<file path="src/rtl/bp_cce_pkg.sv">
// Shared types and helpers for the CCE microcode loader.
//   bp_cce_ucode_loader_state_e : loader FSM encoding
//   bp_cce_ucode_csum           : ordered rotate-XOR checksum step
package bp_cce_pkg;

    localparam int unsigned bp_cce_instr_width_gp = 48;
    localparam int unsigned bp_cce_pc_width_gp    = 8;
    localparam int unsigned bp_cce_ram_els_gp     = 256;

    typedef enum logic [2:0] {
        IDLE  = 3'd0,
        WRITE = 3'd1,
        VREAD = 3'd2,
        VCHK  = 3'd3,
        DONE  = 3'd4,
        ERROR = 3'd5
    } bp_cce_ucode_loader_state_e;

    // Rotate left by one, then fold in the new word; the rotate makes the sum order-sensitive.
    function automatic logic [bp_cce_instr_width_gp-1:0] bp_cce_ucode_csum(
        input logic [bp_cce_instr_width_gp-1:0] old_sum,
        input logic [bp_cce_instr_width_gp-1:0] word
    );
        return {old_sum[bp_cce_instr_width_gp-2:0], old_sum[bp_cce_instr_width_gp-1]} ^ word;
    endfunction

endpackage

</file>
<file path="src/rtl/bp_cce_ucode_loader_if.sv">
// Stream-in and RAM ucode-port bundle of the microcode loader.
// Signal suffixes are named from the loader's point of view.
//   data_v_i / data_i / data_ready_and_o : ready/valid microcode word stream
//   ram_v_o / ram_w_o / ram_addr_o / ram_data_o : request to the RAM ucode port
//   ram_data_i                           : RAM read data, one-cycle latency
// master = loader side, slave = stream source plus instruction RAM.
interface bp_cce_ucode_loader_if #(
    parameter int unsigned iw_p = 48,
    parameter int unsigned pw_p = 8
) ();

    logic            data_v_i;
    logic [iw_p-1:0] data_i;
    logic            data_ready_and_o;

    logic            ram_v_o;
    logic            ram_w_o;
    logic [pw_p-1:0] ram_addr_o;
    logic [iw_p-1:0] ram_data_o;
    logic [iw_p-1:0] ram_data_i;

    modport master (
        input  data_v_i,
        input  data_i,
        output data_ready_and_o,
        output ram_v_o,
        output ram_w_o,
        output ram_addr_o,
        output ram_data_o,
        input  ram_data_i
    );

    modport slave (
        output data_v_i,
        output data_i,
        input  data_ready_and_o,
        input  ram_v_o,
        input  ram_w_o,
        input  ram_addr_o,
        input  ram_data_o,
        output ram_data_i
    );

endinterface

</file>
<file path="src/rtl/bp_cce_ucode_loader.sv">
// Microcode loader for the CCE instruction RAM. Writes a streamed image to
// addresses 0..len-1, reads it back and compares a rotate-XOR checksum of the
// read-back against the one accumulated during the write.
// Ports:
//   clk_i, reset_i   clock, asynchronous active-high reset
//   start_i, len_i   start a load of len_i words (sampled in IDLE/DONE/ERROR)
//   io               stream + RAM ucode port bundle (master side)
//   busy_o           load in progress (WRITE/VREAD/VCHK), registered
//   done_o, error_o  sticky result of the last load, registered
// The ram_* and data_ready_and_o outputs are combinational from state and counters.
module bp_cce_ucode_loader
    import bp_cce_pkg::*;
#(
    parameter int unsigned cce_instr_width_p       = bp_cce_instr_width_gp,
    parameter int unsigned cce_pc_width_p          = bp_cce_pc_width_gp,
    parameter int unsigned num_cce_instr_ram_els_p = bp_cce_ram_els_gp
) (
    input  logic                    clk_i,
    input  logic                    reset_i,
    input  logic                    start_i,
    input  logic [cce_pc_width_p:0] len_i,
    bp_cce_ucode_loader_if.master   io,
    output logic                    busy_o,
    output logic                    done_o,
    output logic                    error_o
);

    localparam int unsigned IW = cce_instr_width_p;
    localparam int unsigned PW = cce_pc_width_p;
    // One extra bit so a full-depth image (len == 2**PW) does not wrap.
    localparam int unsigned CW = cce_pc_width_p + 1;

    bp_cce_ucode_loader_state_e state_q, state_d;

    logic [CW-1:0] cnt_q, cnt_d;
    logic [CW-1:0] len_q, len_d;
    logic [IW-1:0] wsum_q, wsum_d;
    logic [IW-1:0] rsum_q, rsum_d;
    logic          busy_q, busy_d;
    logic          done_q, done_d;
    logic          error_q, error_d;

    logic          last_c;
    logic [IW-1:0] rsum_next_c;

    assign last_c      = (cnt_q == (len_q - CW'(1)));
    assign rsum_next_c = bp_cce_ucode_csum(rsum_q, io.ram_data_i);

    // State and datapath registers.
    always_ff @(posedge clk_i or posedge reset_i) begin
        if (reset_i) begin
            state_q <= IDLE;
            cnt_q   <= '0;
            len_q   <= '0;
            wsum_q  <= '0;
            rsum_q  <= '0;
            busy_q  <= 1'b0;
            done_q  <= 1'b0;
            error_q <= 1'b0;
        end else begin
            state_q <= state_d;
            cnt_q   <= cnt_d;
            len_q   <= len_d;
            wsum_q  <= wsum_d;
            rsum_q  <= rsum_d;
            busy_q  <= busy_d;
            done_q  <= done_d;
            error_q <= error_d;
        end
    end

    // Next-state, datapath updates and RAM port drive.
    always_comb begin
        state_d = state_q;
        cnt_d   = cnt_q;
        len_d   = len_q;
        wsum_d  = wsum_q;
        rsum_d  = rsum_q;
        done_d  = done_q;
        error_d = error_q;

        io.data_ready_and_o = 1'b0;
        io.ram_v_o          = 1'b0;
        io.ram_w_o          = 1'b0;
        io.ram_addr_o       = cnt_q[PW-1:0];
        io.ram_data_o       = io.data_i;

        case (state_q)
            IDLE, DONE, ERROR: begin
                if (start_i) begin
                    if (len_i == '0) begin
                        state_d = DONE;
                        done_d  = 1'b1;
                        error_d = 1'b0;
                    end else if (len_i > CW'(num_cce_instr_ram_els_p)) begin
                        state_d = ERROR;
                        done_d  = 1'b0;
                        error_d = 1'b1;
                    end else begin
                        state_d = WRITE;
                        cnt_d   = '0;
                        len_d   = len_i;
                        wsum_d  = '0;
                        rsum_d  = '0;
                        done_d  = 1'b0;
                        error_d = 1'b0;
                    end
                end
            end

            WRITE: begin
                io.data_ready_and_o = 1'b1;
                if (io.data_v_i) begin
                    io.ram_v_o = 1'b1;
                    io.ram_w_o = 1'b1;
                    wsum_d     = bp_cce_ucode_csum(wsum_q, io.data_i);
                    if (last_c) begin
                        cnt_d   = '0;
                        state_d = VREAD;
                    end else begin
                        cnt_d = cnt_q + CW'(1);
                    end
                end
            end

            VREAD: begin
                io.ram_v_o = 1'b1;
                // Read data lags the address by one cycle, so the first VREAD cycle has nothing to fold.
                if (cnt_q != '0) begin
                    rsum_d = rsum_next_c;
                end
                if (last_c) begin
                    cnt_d   = '0;
                    state_d = VCHK;
                end else begin
                    cnt_d = cnt_q + CW'(1);
                end
            end

            VCHK: begin
                rsum_d = rsum_next_c;
                if (rsum_next_c == wsum_q) begin
                    state_d = DONE;
                    done_d  = 1'b1;
                end else begin
                    state_d = ERROR;
                    error_d = 1'b1;
                end
            end

            default: begin
                state_d = IDLE;
            end
        endcase

        busy_d = (state_d == WRITE) || (state_d == VREAD) || (state_d == VCHK);
    end

    assign busy_o  = busy_q;
    assign done_o  = done_q;
    assign error_o = error_q;

endmodule
</file>
<file path="src/flat_wrapper.sv">
// flat-port wrapper written by rule: the top's interface ports become plain ports
module bp_cce_ucode_loader_flat import bp_cce_pkg::*;
#(
    parameter int unsigned cce_instr_width_p       = bp_cce_instr_width_gp,
    parameter int unsigned cce_pc_width_p          = bp_cce_pc_width_gp,
    parameter int unsigned num_cce_instr_ram_els_p = bp_cce_ram_els_gp
)
  (clk_i, reset_i, start_i, len_i, busy_o, done_o, error_o, io_data_v_i, io_data_i, io_data_ready_and_o, io_ram_v_o, io_ram_w_o, io_ram_addr_o, io_ram_data_o, io_ram_data_i);
  bp_cce_ucode_loader_if io_i ();
  input  logic clk_i;
  input  logic reset_i;
  input  logic start_i;
  input  logic [cce_pc_width_p:0] len_i;
  output logic busy_o;
  output logic done_o;
  output logic error_o;
  input wire logic [$bits(io_i.data_v_i)-1:0] io_data_v_i;
  input wire logic [$bits(io_i.data_i)-1:0] io_data_i;
  output wire logic [$bits(io_i.data_ready_and_o)-1:0] io_data_ready_and_o;
  output wire logic [$bits(io_i.ram_v_o)-1:0] io_ram_v_o;
  output wire logic [$bits(io_i.ram_w_o)-1:0] io_ram_w_o;
  output wire logic [$bits(io_i.ram_addr_o)-1:0] io_ram_addr_o;
  output wire logic [$bits(io_i.ram_data_o)-1:0] io_ram_data_o;
  input wire logic [$bits(io_i.ram_data_i)-1:0] io_ram_data_i;
  assign io_i.data_v_i = io_data_v_i;
  assign io_i.data_i = io_data_i;
  assign io_data_ready_and_o = io_i.data_ready_and_o;
  assign io_ram_v_o = io_i.ram_v_o;
  assign io_ram_w_o = io_i.ram_w_o;
  assign io_ram_addr_o = io_i.ram_addr_o;
  assign io_ram_data_o = io_i.ram_data_o;
  assign io_i.ram_data_i = io_ram_data_i;
  bp_cce_ucode_loader #(.cce_instr_width_p(cce_instr_width_p), .cce_pc_width_p(cce_pc_width_p), .num_cce_instr_ram_els_p(num_cce_instr_ram_els_p)) u_core (.clk_i(clk_i), .reset_i(reset_i), .start_i(start_i), .len_i(len_i), .io(io_i), .busy_o(busy_o), .done_o(done_o), .error_o(error_o));
endmodule
</file>
<file path="config.mk">
export PLATFORM = sky130hd
export DESIGN_NAME = bp_cce_ucode_loader_flat
export DESIGN_NICKNAME = d
export VERILOG_FILES = /design/src/rtl/bp_cce_pkg.sv /design/src/rtl/bp_cce_ucode_loader_if.sv /design/src/rtl/bp_cce_ucode_loader.sv /design/src/flat_wrapper.sv
export SDC_FILE = /design/constraint.sdc
export NUM_CORES = 1
export LEC_CHECK = 0
export ABC_AREA = 1
export ABC_CLOCK_PERIOD_IN_PS = 4450
export CORE_AREA = 5 5 139 141
export CTS_CLUSTER_SIZE = 20
export DETAILED_ROUTE_END_ITERATION = 10
export DIE_AREA = 0 0 144 146
export PLACE_DENSITY = 0.72
export SLEW_MARGIN = 20
export SYNTH_ARGS = -nofsm -noshare
export SYNTH_HDL_FRONTEND = slang
export SYNTH_SLANG_ARGS = --single-unit
</file>
<file path="constraint.sdc">
create_clock -name clk_i -period 4.45 [get_ports clk_i]
set_input_delay 0.89 -clock clk_i [delete_from_list [all_inputs] [get_ports clk_i]]
set_output_delay 0.89 -clock clk_i [all_outputs]
set_load 0.005 [all_outputs]
</file>
# == After elaboration in Yosys (flattened, before gate mapping) ==
# Index checks and enable logic that the tools add are counted.
# totals
latchBits,0
ramBits,0
input_bits,109
register_bits,120
memories,0
rom_bits,0
# op_classes
n_shift,0
n_bitwise,4
n_mul,0
n_reduce_logical,16
eq_ne,17
muxes,34
addsub,2
magnitude_cmp,1
n_div,0
# ops
op,n
two-way mux 48 bit,5
one-hot mux 48 bit (3 select lines),1
one-hot mux 48 bit (2 select lines),1
bitwise XOR 48 bit,2
equality test 48 bit,1
two-way mux 9 bit,5
one-hot mux 9 bit (3 select lines),1
two-way mux 3 bit,6
AND reduction 5 bit,3
equality test 3 x 2 -> 1 bit (second input constant),4
one-hot mux 3 bit (4 select lines),1
two-way mux 1 bit,11
!= test 2 bit (second input constant),5
adder 9 x 1 -> 9 bit (second input constant),1
equality test 9 bit,1
greater-than comparator 9 bit (second input constant),1
logical NOT 9 bit,1
nonzero test 9 bit,1
subtractor 9 x 1 -> 9 bit (second input constant),1
equality test 3 x 1 -> 1 bit (second input constant),2
equality test 3 bit (second input constant),2
one-hot mux 1 bit (2 select lines),3
AND reduction 3 bit,2
nonzero test 3 bit,2
7 further kinds,11

# == Logic depth before layout (Yosys ltp) ==
# Gate-level depths: netlist of run 1.
# logic_depth
ltp_word,8
ltp_mapped,16

# == Least setup slack after synthesis of run 1 ==
# No wires, ideal clock.
# synth_path
path_kind,input to register
start,input port len_i[0]
end,register u_core.rsum_q[0]
path_slack_ps,1933
setup_ps,130
t_arrival_ps,2386
path_buffers,1
cell_stages,8
path_cell_list,nor4_1 -> nand2_1 -> ha_1 -> nor3_1 -> o21ai_2 -> a21oi_4 -> clkbuf_1 -> o21ai_1
# synth_via
elab_chain_len,3
word_cells_on_any_way,5
cone_classes,1 x order compare; 2 x eq/ne; 2 x reduce/logical
# synth_lines
element,line,source
start: declaration,flat_wrapper.sv:13,input logic [cce_pc_width_p:0] len_i;
greater-than comparator 9 bit / logical NOT 9 bit (equally long branches),"bp_cce_ucode_loader.sv:95, bp_cce_ucode_loader.sv:91",
!= test 2 bit (no line),n/a,
AND reduction 5 bit (no line) *,n/a,
end signal: assignment,bp_cce_ucode_loader.sv:65,rsum_q <= rsum_d;
end: declaration,bp_cce_ucode_loader.sv:38,"logic [IW-1:0] rsum_q, rsum_d;"
# Every way passes the cells marked *; elsewhere a longest branch is shown, timed or not.
# A chain may end at the register's enable or synchronous reset.

# == Worst setup path in the final report of run 1 ==
# layout_path
start,input port io_data_v_i
end,output port io_ram_v_o
# layout_via
elab_chain_len,2
# layout_lines
element,line,source
start: declaration,flat_wrapper.sv:17,input wire logic [$bits(io_i.data_v_i)-1:0] io_data_v_i;
two-way mux 1 bit,bp_cce_ucode_loader.sv:113,if (io.data_v_i) begin
one-hot mux 1 bit (2 select lines),bp_cce_ucode_loader.sv:88,case (state_q)
end: declaration,flat_wrapper.sv:20,output wire logic [$bits(io_i.ram_v_o)-1:0] io_ram_v_o;
# Every way passes these cells.

==> metrics, run 1 <==
TritonCTS Sinks 120; initial antenna violation count 0; worst relative slew slack 57.5%; GRT Total Usage 20.4%; cell taking the most area after synthesis dfrtp_1; core area 17800 sq um; Die Wd 144 um; largest net degree at the start of global routing 79; clk slew on worst S/H paths 60 ps; syn nets 1267; Pins Over Slew Limit 0; final setup vio count 0; die area 21000 sq um; # Max-Cap Violations 0; count leader, synth nand2_1; initial drt markers 360; Site Rows 49; worst r2r path cells 15; hold crit path type flip-flop to flip-flop; WHS Endpoint u_core.len_q[8]$_DFFE_PP0P_; hold path depth 2; CP peak stage delay 530 ps; Post-Syn Area 8050 sq um; first-pass GRT wire length 34.3 mm; critical path required time 3560 ps; Clk pwr share a little under a quarter; Worst Clk Skew 5.97 ps; warnings from Yosys 0; grt total ovfl 0; IO Port Bufs 170; Via density 4.98; CTS Buf Count 17; routed wire length 21.1 mm; Area contributors post-synth dfrtp_1, nand2_1, inv_1; ys async rst share 100%; H-tree levels 4; hold slack final 515 ps; Vias 7483; # hold bufs at CTS 0; Worst path depth 6; Critical-path top delay cell clkdlybuf4s50_1; IO Count 171; setup TNS 0 ps; unrepaired setup endpoints after global routing false; layout net count 1376; outcome finished, final reports clean; CP Max Fanout 4; GPL Wtd Cong 0.823; post-synthesis sequential area ratio a little under two fifths; CP Launch Type primary input; Pleak 0.00507 uW; pwr dens 639 nW/um^2; r2r endpoint u_core.busy_o$_DFF_PP0_; DR DRC count 0; Yosys top cell area share 37.3%; post-synth cell types 30; FMAX 305 MHz; CTS Buffer Depth 2; Placed Cells between 1000 and 1500; DR pass1 iterations 5; Starting Density 45.1%; die height 146 um; Final period util between 70 and 80%; minimum clock period after layout about 3300 ps; Syn-to-layout area delta 26.0%; Peak supply drop around 430 uV; Synth Flop Type dfrtp_1; Net Sw Power 2730 uW; worst path bufs/invs 4; postcts setup bufs 0; r2r setup slk 2330 ps; worst-skew pair later-pin latency 410 ps; switching share of total power 42.1%; Combinational Power Share 45.4%; part of the power in registers 31.3%; proportion of layout cells with a drive suffix above 1 4.95%; CP Capture Type output port; delay-heaviest family, CP buffers and inverters; min-delay src u_core.len_q[8]$_DFFE_PP0P_; Yosys reg bits 120; number of global-route vias before repair 7027; Arr. time, crit path around 2400 ps; FF-to-FF Start u_core.len_q[0]$_DFFE_PP0P_; EDFF count, synth 0; PostCTS Resize Cnt 0; DP Wirelength between 15 and 20 mm; Int Pwr ~3800 uW; ANT cells 0; pin slew with the least headroom to its limit around 640 ps; CTS tree built; crit path cell chain clkdlybuf4s50_1, inv_1, nor2_1, nor2_1, inv_1, clkdlybuf4s50_1; Post-Synthesis Cells 1152; Final Hold Vio Count 0; Pwr Total 6480 uW; top cells by count, synth nand2_1, inv_1, nand3_1; critical path class primary input to output port; Antenna Nets Post-Route 0; syn avg cell area 6.99 sq um; routed length per instance between 10 and 15 um; Layout Cells excl Fill 1503; CTS Root Cell clkbuf_16
layout make-up:
cell class | count | area [sq um]
clock buffer | 23 | 468
clock inverter | 9 | 170
fill | 1694 | 7690
inverter | 201 | 757
multi-input combinational | 744 | 3680
sequential | 120 | 3000
tap | 229 | 287
timing repair buffer | 177 | 1780
how the worst max path moves through the flow:
stage | from | endpoint | slack, ps
after floorplan | reset_i | u_core.busy_o$_DFF_PP0_ | 370
after global placement | len_i[4] | u_core.rsum_q[19]$_DFFE_PP0P_ | 860
after detailed placement | len_i[4] | u_core.wsum_q[47]$_DFFE_PP0P_ | 830
after CTS | io_data_v_i | io_ram_v_o | 1210
after global routing | len_i[4] | u_core.wsum_q[42]$_DFFE_PP0P_ | 1030
final | io_data_v_i | io_ram_v_o | 1180
power groups by stage:
stage	Clock, uW	Combinational, uW	Sequential, uW
floorplan	0	2280	1930
global placement	0	2850	2020
detailed placement	0	2930	2030
CTS	1530	2950	2020
global route	1590	3360	2100
finish	1510	2940	2030
registers in the layout, indices dropped and copies added, names as in the netlist:
register,flops
u_core.wsum_q,48
u_core.cnt_q,9
u_core.error_o,1
u_core.state_q,3
u_core.done_o,1
u_core.rsum_q,48
u_core.busy_o,1
u_core.len_q,9
worst min-delay path, cell delays in order (launching register included):
cell	delay, ps
dfrtp_1	360
nand2_1	60
o21ai_0	60
cells in the final DEF, fill, tap and decap left out:
| cell type | n |
|---|---|
| nand2_1 | 306 |
| inv_1 | 194 |
| clkdlybuf4s50_1 | 170 |
| nand3_1 | 146 |
| dfrtp_1 | 120 |
| o21ai_1 | 67 |
| xor2_1 | 56 |
| nor2_1 | 45 |
| nand4_1 | 35 |
| o21ai_0 | 33 |
| clkbuf_16 | 17 |
| a21oi_1 | 10 |
| o22ai_1 | 7 |
| inv_2 | 6 |
| ha_1 | 6 |
| nor2_4 | 5 |
| nor3_1 | 5 |
| nor2_2 | 5 |
| bufinv_16 | 5 |
| buf_4 | 5 |
| nand2_2 | 4 |
| clkinv_2 | 4 |
| clkbuf_1 | 4 |
| xnor2_1 | 3 |
| or2_2 | 3 |
| o21ai_2 | 2 |
| nor4_1 | 2 |
| clkbuf_8 | 2 |
| buf_12 | 2 |
| nand3_2 | 1 |
| a21oi_4 | 1 |
| a211oi_1 | 1 |
| o32ai_1 | 1 |
| inv_4 | 1 |
per-layer routing:
metal | track usage [%] | wire length, um | vias up
li1 | - | - | 3812
met2 | 33.6 | 10100 | 183
met3 | 4.70 | 1210 | 16
met5 | 0 | 0 | -
met4 | 5.13 | 257 | 0
met1 | 26.9 | 9470 | 3472
cells by family (layout without fill, tap and decap cells):
logic type                 Yosys count  in the layout  synth area share [%]
and+or+nand+nor                    557            557                  30.4
adders and majority gates            6              6                 0.932
xor gates and xnor gates            59             59                  6.42
DFF                                120            120                  37.3
buffers and inverters              288            410                  17.0
AOI/OAI and AO/OA                  122            122                  8.00
stage by stage:
stage | instance area [sq um] | setup slack (ps) | utilization (%)
detailed placement | 9510 | 831 | 53.3
global route | 10100 | 1030 | 56.9
global placement | 9510 | 864 | 53.3
finish | 10100 | 1180 | 56.9
CTS | 10100 | 1210 | 56.9
floorplan | 8050 | 374 | -
Power figures use the tool's default switching activity.
==> run 2, diff against run 1 <==
- ABC_CLOCK_PERIOD_IN_PS: 4450 -> 3000
- PLACE_DENSITY: 0.72 -> 0.75
- clock period: 4.45 -> 3 ns (I/O delays scaled with it)
==> run 2 against run 1 <==
Wire length rose by 1.6%. Count of clock-buffer cells in the layout down 6. Critical path depth unchanged. Highest routed layer unchanged. Sequential share of layout area is 0.19 points lower. Critical endpoint unchanged. Critical path type is now flip-flop to output port. Clock power rose by 37%. Via count up 0.71%. Utilization up 0.36 points. Register-to-register slack lost 1500 ps. Combinational power rose by 52%.
==> metrics, run 2 (synthesis gave the netlist of run 1 again) <==
commonest non-fill, non-tap cells in the layout nand2_1, inv_1, clkdlybuf4s50_1; minimum clock period after layout 2640 ps; ANT cells 0; CP peak stage delay 530 ps; # Max-Cap Violations 0; proportion of layout cells with a drive suffix above 1 5.77%; grt total ovfl 0; part of the power in registers about a third; CP Max Fanout 6; CTS tree built; Syn-to-layout area delta 26.8%; worst relative slew slack approximately 58%; Clk pwr share 21.6%; Antenna Nets Post-Route 0; DP Wirelength 15.9 mm; # hold bufs at CTS 0; postcts setup bufs 0; Int Pwr 5370 uW; pin slew with the least headroom to its limit 636 ps; fillcell total around 1600; final setup vio count 0; clk slew on worst S/H paths roughly 60 ps; Layout Cells excl Fill approximately 1500; routed length per instance 14.2 um; post-route cell area about 10000 sq um; CTS Buf Count 17; Combinational Power Share 46.8%; layout net count 1384; delay-heaviest family, CP buffers and inverters; hold crit path type primary input to async pin; Pins Over Slew Limit 0; Pwr Total 9560 uW; most frequent CP cell nor2_1; Pleak around 0.005 uW; largest net degree at the start of global routing 59; Die Wd roughly 140 um; commonest non-fill, non-tap cell in the layout nand2_1; critical path required time 2400 ps; CTS Root Cell clkbuf_16; worst r2r path cells 15; FF-to-FF Start u_core.len_q[0]$_DFFE_PP0P_; core area 17800 sq um; initial drt markers 412; number of global-route vias before repair 7287; IO Port Bufs 170; Placed Cells 1479; area post-placement 9620 sq um; Vias 7536; DR pass1 iterations 5; TritonCTS Sinks 120; routed wire length 21.4 mm; Final period util 88.1%; r2r endpoint u_core.busy_o$_DFF_PP0_; worst-skew pair later-pin latency approximately 420 ps; switching share of total power 43.8%; setup TNS 0 ps; Arr. time, crit path just over 2000 ps; critical path class flip-flop to output port; die height 146 um; die area 21000 sq um; FMAX approximately 380 MHz; outcome finished, final reports clean; CP Launch Type flip-flop; worst slack at placement ~48 ps; Peak supply drop 913 uV; Site Rows between 40 and 50; GRT Total Usage 20.7%; PostCTS Resize Cnt 0; CTS Buffer Depth 2; H-tree levels 4; GPL Wtd Cong 0.857; CP Capture Type output port; r2r setup slk 870 ps; Via density 4.99; Net Sw Power 4190 uW; Starting Density 45.1%; unrepaired setup endpoints after global routing false; Final Hold Vio Count 0; crit path cell chain inv_2, nand3_1, nor2_1, nor2_1, inv_1, clkdlybuf4s50_1; Critical-path top delay cell clkdlybuf4s50_1; fin worst setup slack ~360 ps; top flop regs u_core.rsum_q x48, u_core.wsum_q x48; DR DRC count 0; IO Count 171; Worst Clk Skew slightly above 9 ps; worst path bufs/invs 3; initial antenna violation count 0; first-pass GRT wire length 34.9 mm; pwr dens 936 nW/um^2
[run 2: how the worst max path moves through the flow]
stage                                     start                            end  slack [ps]  cells after the start
detailed placement                     len_i[4]  u_core.rsum_q[12]$_DFFE_PP0P_          50                     12
floorplan                              len_i[0]   u_core.rsum_q[0]$_DFFE_PP0P_         770                      8
global route        u_core.state_q[1]$_DFF_PP0_                     io_ram_v_o         210                      6
CTS                 u_core.state_q[1]$_DFF_PP0_                     io_ram_v_o         350                      6
finish              u_core.state_q[1]$_DFF_PP0_                     io_ram_v_o         360                      6
global placement                       len_i[4]  u_core.rsum_q[21]$_DFFE_PP0P_         130                     12
[run 2: area by class of cell]
class / instances / area [sq um] / share of cell area [%]
sequential: 120 / 3000 / 29.4
inverter: 201 / 758 / 7.43
multi-input combinational: 744 / 3680 / 36.1
clock inverter: 15 / 166 / 1.63
clock buffer: 17 / 425 / 4.17
tap: 229 / 287 / 2.81
timing repair buffer: 185 / 1890 / 18.5
[run 2: worst reg2reg max path, stage by stage, from the launching register on]
cell	delay, ps
dfrtp_1	390
inv_1	190
ha_1	280
nand2_1	70
nor2_1	120
nand2_1	90
nand2_1	70
nand2_1	50
nand2_1	80
inv_1	40
nand2_1	100
nor2_4	40
o21ai_0	270
nand3_1	110
nand2_1	70
inv_1	40
[run 2: routing by layer]
metal / vias to the layer above / track usage (%) / part of all wire, %
met5: - / 0 / 0
li1: 3825 / - / -
met4: 0 / 5.70 / 1.6
met2: 210 / 34.9 / 49
met3: 25 / 4.53 / 6.5
met1: 3476 / 26.8 / 43
[run 2: power by group through the flow]
stage	combinational, uW	sequential (uW)	clock, uW
after global placement	4350	3000	0
after CTS	4510	3010	2100
final	4470	3020	2070
after detailed placement	4470	3020	0
after floorplan	3390	2860	0
after global routing	5090	3120	2180
[run 2: metrics by stage]
| stage | utilization, % | hold WS (ps) |
|---|---|---|
| 6_report | 57.2 | 498 |
| 2_1_floorplan | - | 473 |
| 3_5_place_dp | 53.9 | 499 |
| 5_1_grt | 57.2 | 508 |
| 3_3_place_gp | 53.9 | 493 |
| 4_1_cts | 57.2 | 488 |
